$ cat src/rtl/sha256_msg_schedule.sv
// SHA-256 message schedule: loads one 16-word block, then streams W_0..W_{NUM_ROUNDS-1}
// from a 16-deep shift window expanded in place with sigma0/sigma1.
module sha256_msg_schedule #(
    parameter int NUM_ROUNDS = 64
) (
    input  logic        clk,
    input  logic        reset_n,
    input  logic        flush,
    input  logic        in_valid,
    output logic        in_ready,
    input  logic [31:0] in_word,
    output logic        w_valid,
    input  logic        w_ready,
    output logic [31:0] w_word,
    output logic [5:0]  w_index,
    output logic        w_last
);

    typedef enum logic {
        LOAD   = 1'b0,
        STREAM = 1'b1
    } state_t;

    localparam logic [5:0] LAST_T = 6'(NUM_ROUNDS - 1);

    state_t      state_reg, state_next;
    logic [3:0]  lcnt_reg, lcnt_next;
    logic [5:0]  t_reg, t_next;
    logic [31:0] win_reg  [16];
    logic [31:0] win_next [16];

    logic        in_acc;
    logic        w_acc;
    logic        shift_en;
    logic [31:0] expand_word;
    logic [31:0] new_word;

    function automatic logic [31:0] sigma0(input logic [31:0] x);
        return {x[6:0], x[31:7]} ^ {x[17:0], x[31:18]} ^ {3'b000, x[31:3]};
    endfunction

    function automatic logic [31:0] sigma1(input logic [31:0] x);
        return {x[16:0], x[31:17]} ^ {x[18:0], x[31:19]} ^ {10'b0, x[31:10]};
    endfunction

    assign in_ready = (state_reg == LOAD);
    assign w_valid  = (state_reg == STREAM);
    assign w_word   = w_valid ? win_reg[0] : 32'h0;
    assign w_index  = t_reg;
    assign w_last   = w_valid & (t_reg == LAST_T);

    // flush wins over both handshakes, so neither side may complete a transfer with it
    assign in_acc   = in_valid & in_ready & ~flush;
    assign w_acc    = w_valid & w_ready & ~flush;
    assign shift_en = in_acc | w_acc;

    // win[15] slot after the shift: taps are offsets t-2, t-7, t-15, t-16 relative to the new word
    assign expand_word = sigma1(win_reg[14]) + win_reg[9] + sigma0(win_reg[1]) + win_reg[0];
    assign new_word    = in_acc ? in_word : expand_word;

    genvar gi;
    generate
        for (gi = 0; gi < 16; gi++) begin : g_win
            if (gi < 15) begin : g_mid
                assign win_next[gi] = flush    ? 32'h0 :
                                      shift_en ? win_reg[gi + 1] : win_reg[gi];
            end else begin : g_top
                assign win_next[gi] = flush    ? 32'h0 :
                                      shift_en ? new_word : win_reg[gi];
            end
        end
    endgenerate

    always_comb begin
        state_next = state_reg;
        lcnt_next  = lcnt_reg;
        t_next     = t_reg;
        if (flush) begin
            state_next = LOAD;
            lcnt_next  = 4'd0;
            t_next     = 6'd0;
        end else begin
            case (state_reg)
                LOAD: begin
                    if (in_acc) begin
                        lcnt_next = lcnt_reg + 4'd1;
                        if (lcnt_reg == 4'd15) begin
                            state_next = STREAM;
                            t_next     = 6'd0;
                        end
                    end
                end
                STREAM: begin
                    if (w_acc) begin
                        if (t_reg == LAST_T) begin
                            state_next = LOAD;
                            lcnt_next  = 4'd0;
                            t_next     = 6'd0;
                        end else begin
                            t_next = t_reg + 6'd1;
                        end
                    end
                end
                default: state_next = LOAD;
            endcase
        end
    end

    always_ff @(posedge clk or negedge reset_n) begin
        if (!reset_n) begin
            state_reg <= LOAD;
            lcnt_reg  <= 4'd0;
            t_reg     <= 6'd0;
            for (int i = 0; i < 16; i++) begin
                win_reg[i] <= 32'h0;
            end
        end else begin
            state_reg <= state_next;
            lcnt_reg  <= lcnt_next;
            t_reg     <= t_next;
            for (int i = 0; i < 16; i++) begin
                win_reg[i] <= win_next[i];
            end
        end
    end

endmodule

$ cat config.mk
export PLATFORM = sky130hd
export DESIGN_NAME = sha256_msg_schedule
export DESIGN_NICKNAME = d
export VERILOG_FILES = /design/src/rtl/sha256_msg_schedule.sv
export SDC_FILE = /design/constraint.sdc
export NUM_CORES = 1
export LEC_CHECK = 0
export ABC_AREA = 0
export CAP_MARGIN = 5
export CORE_MARGIN = 2
export CORE_UTILIZATION = 50
export CTS_CLUSTER_DIAMETER = 80
export CTS_CLUSTER_SIZE = 25
export DETAILED_ROUTE_END_ITERATION = 6
export PLACE_DENSITY_LB_ADDON = 0.1
export RECOVER_POWER = 50
export SYNTH_ARGS = -nofsm -noshare
export SYNTH_HDL_FRONTEND = slang
export SYNTH_SLANG_ARGS = --single-unit
$ cat constraint.sdc
create_clock -name clk -period 4.75 [get_ports clk]
set_clock_uncertainty 0.15 [all_clocks]
set_input_delay 0.475 -clock clk [delete_from_list [all_inputs] [get_ports clk]]
set_output_delay 0.475 -clock clk [all_outputs]
set_load 0.02 [all_outputs]
==> metrics <==
Reg power frac=0.563; drt pass-1 iters=5; Max-cap violations=2; # port buffers=77; Int Power=5.96 mW; DR vias=14.8k; Syn Nets=2,039; most frequent cells in the layout=dfrtp_1, a22o_1, inv_1; Critical R2R Capture=win_reg[25]$_DFFE_PN0P_; vias in the first global route=14.8k; layout cell share with drive strength beyond 1=0.0550; Post-synth EDFFs=0; CTS H-Tree Depth=1; Clk pwr share=0.365; placed cells=2,441; # rows=78; ranking of synthesized cells by area=dfrtp_1, a22o_1, fa_1, xnor2_1, clkbuf_1; outcome=finished with violations; switching power=2.10 mW; CTS Buffer Depth=3; Yosys Warn Count=0; Final min period=4.52 ns; final core occ=0.558; Syn-to-layout area delta=9.57%; Via density=5.94; critical path required time=5.07 ns; Reg2Reg Depth=16; Initial Utilization=0.510; Comb pwr share=0.072; clock-pin slew on the worst setup and hold paths=0.09 ns; Mean Syn Cell Area=12.2 um^2; post-synth top area cell=dfrtp_1; Finished Cell Area=0.0255 mm^2; Worst Setup End Kind=flop; switching power share of the total=0.261; worst min path class=in -> reg; hold path cells=3; Min-Delay Endpoint=win_reg[14]$_DFFE_PN0P_; Tot GR Track Use=0.260; failing checks=capacitance limit, slew limit; drt drc=0; Reg-to-Reg Start=win_reg[52]$_DFFE_PN0P_; leading cell type in the layout, fill and taps excluded=dfrtp_1; Mapped Cells=1,907; RSZ-0062 raised after global routing=false; Hold Fails Final Rpt=0; Die H=220 um; post-synth cell types=56; clock sinks=523; maximum vdd drop=0.293 mV; die width=220 um; FF-to-FF setup slack=0.23 ns; number of synthesized register bits=523; GPL Wtd Cong=0.922; WHS=0.332 ns; Worst Tran Pin Value=3.04 ns; asr flop ratio synth=1.00; # IOs=78; fill cell count=3,832; PwrDens=317 mW/mm^2; final period utilization=0.951; Routed wire per std cell=24.5 um; DP HPWL=42,500 um; antenna violations before repair=0; CTS buffer count=31; Crit Path Max Fanout=5; Slew Viols, Final=244; grt total ovfl=0; final setup fails=0; Die ar.=0.0482 mm^2; setup TNS=0 ns; Largest register FFs=512; cell area after synthesis=0.0232 mm^2; Layout Nets=2,007; Seq/Total Area, Yosys=0.563; post-route ant nets=0; number of antenna diodes=0; Routed WL=61,200 um; Area after DPL=0.0245 mm^2; CTS root buffer=clkbuf_16; CTS tree=built; CP arrival=4.84 ns; Max-slew headroom=-1.03; Main synth FF type=dfrtp_1; filler-free cell count of the finished design=2,492; largest net degree at the start of global routing=212; Hold Crit Start=in_word[14]; share of the synthesized area in the top cell type=0.563; DRT iter0 DRCs=1,546; type of origin of the critical path=flop; CP Class=reg -> reg; core area=0.0456 mm^2; Skew-Pair Late Insertion Delay=0.62 ns; Max Clk Rate=221 MHz; leakage power=12.0 nW; first-pass GRT wire length=93,800 um; Post-CTS Setup Inserts=0
[synthesized netlist by cell type (33+ instances only)]
library cell,number
inv_1,124
xor2_1,58
xnor2_1,91
a22o_1,452
clkbuf_1,153
nand2_1,76
nor2_1,65
a21oi_1,39
ha_1,33
dfrtp_1,523
o21ai_0,77
fa_1,62
[routing by layer]
layer	wire length, um	vias up	global-route usage
met5	0	-	0
met3	2930	85	0.0399
met4	2020	0	0.0752
li1	-	6664	-
met1	29100	7703	0.397
met2	27100	351	0.386
[what timing repair did]
| action | 4_1_cts | 5_1_grt |
|---|---|---|
| gates resized for setup | 0 | 1 |
| endpoints found under the hold margin | 108 | 0 |
| hold buffers | 1 | 0 |
| endpoints found under the setup margin | 0 | 2 |
[worst max-delay path: stages, from the launching register on]
cell and delay [ns]:
dfrtp_1 0.47, xor2_1 0.20, xnor2_1 0.21, fa_1 0.50, fa_1 0.45, inv_1 0.08
ha_1 0.16, inv_1 0.06, fa_1 0.42, and2b_2 0.26, o2111ai_2 0.15, a21o_1 0.23
a211o_1 0.33, a211o_1 0.35, o21ai_2 0.15, xnor2_1 0.15, o21ai_2 0.07
[cell type report]
cell class | instances | area [um^2] | area share
flip-flops and latches | 523 | 13100 | 0.514
multi-input cells | 1082 | 9010 | 0.354
repair buffers | 113 | 1100 | 0.0434
clock buffers | 36 | 815 | 0.0320
well taps | 600 | 751 | 0.0295
inverters | 124 | 465 | 0.0183
clock inverters | 14 | 219 | 0.00860
[worst max path at each step]
stage,slack (ns),startpoint,end,cells past startpoint
6_report,0.23,win_reg[52]$_DFFE_PN0P_,win_reg[25]$_DFFE_PN0P_,16
5_1_grt,0.004,win_reg[52]$_DFFE_PN0P_,win_reg[29]$_DFFE_PN0P_,16
4_1_cts,0.26,win_reg[52]$_DFFE_PN0P_,win_reg[25]$_DFFE_PN0P_,16
3_5_place_dp,0.28,win_reg[52]$_DFFE_PN0P_,win_reg[29]$_DFFE_PN0P_,16
3_3_place_gp,0.37,win_reg[53]$_DFFE_PN0P_,win_reg[29]$_DFFE_PN0P_,13
2_1_floorplan,0.62,win_reg[50]$_DFFE_PN0P_,win_reg[25]$_DFFE_PN0P_,17
[power groups by stage]
stage                     combinational [mW]  clock, mW  sequential, mW
after floorplan                        0.334          0            4.59
after global placement                 0.588          0            4.63
after detailed placement               0.589          0            4.63
after CTS                              0.595       3.02            4.54
after global routing                   0.645       3.20            4.55
final                                  0.583       2.94            4.54
[kinds of logic after synthesis]
family | after synthesis | synth area share
XOR/XNOR | 149 | 0.0562
AND/OR/NAND/NOR | 188 | 0.0353
flip-flops | 523 | 0.563
AO/OA/AOI/OAI | 644 | 0.222
buffers and inverters | 302 | 0.0492
adder cells (fa/ha/maj) | 95 | 0.0712
multiplexers | 6 | 0.00264
[stage by stage]
| stage | total power, mW | setup WS, ns |
|---|---|---|
| global route | 8.39 | 0.00395 |
| detailed placement | 5.22 | 0.284 |
| global placement | 5.22 | 0.371 |
| finish | 8.07 | 0.234 |
| floorplan | 4.93 | 0.624 |
| CTS | 8.16 | 0.258 |
(Power assumes the default switching activity.)
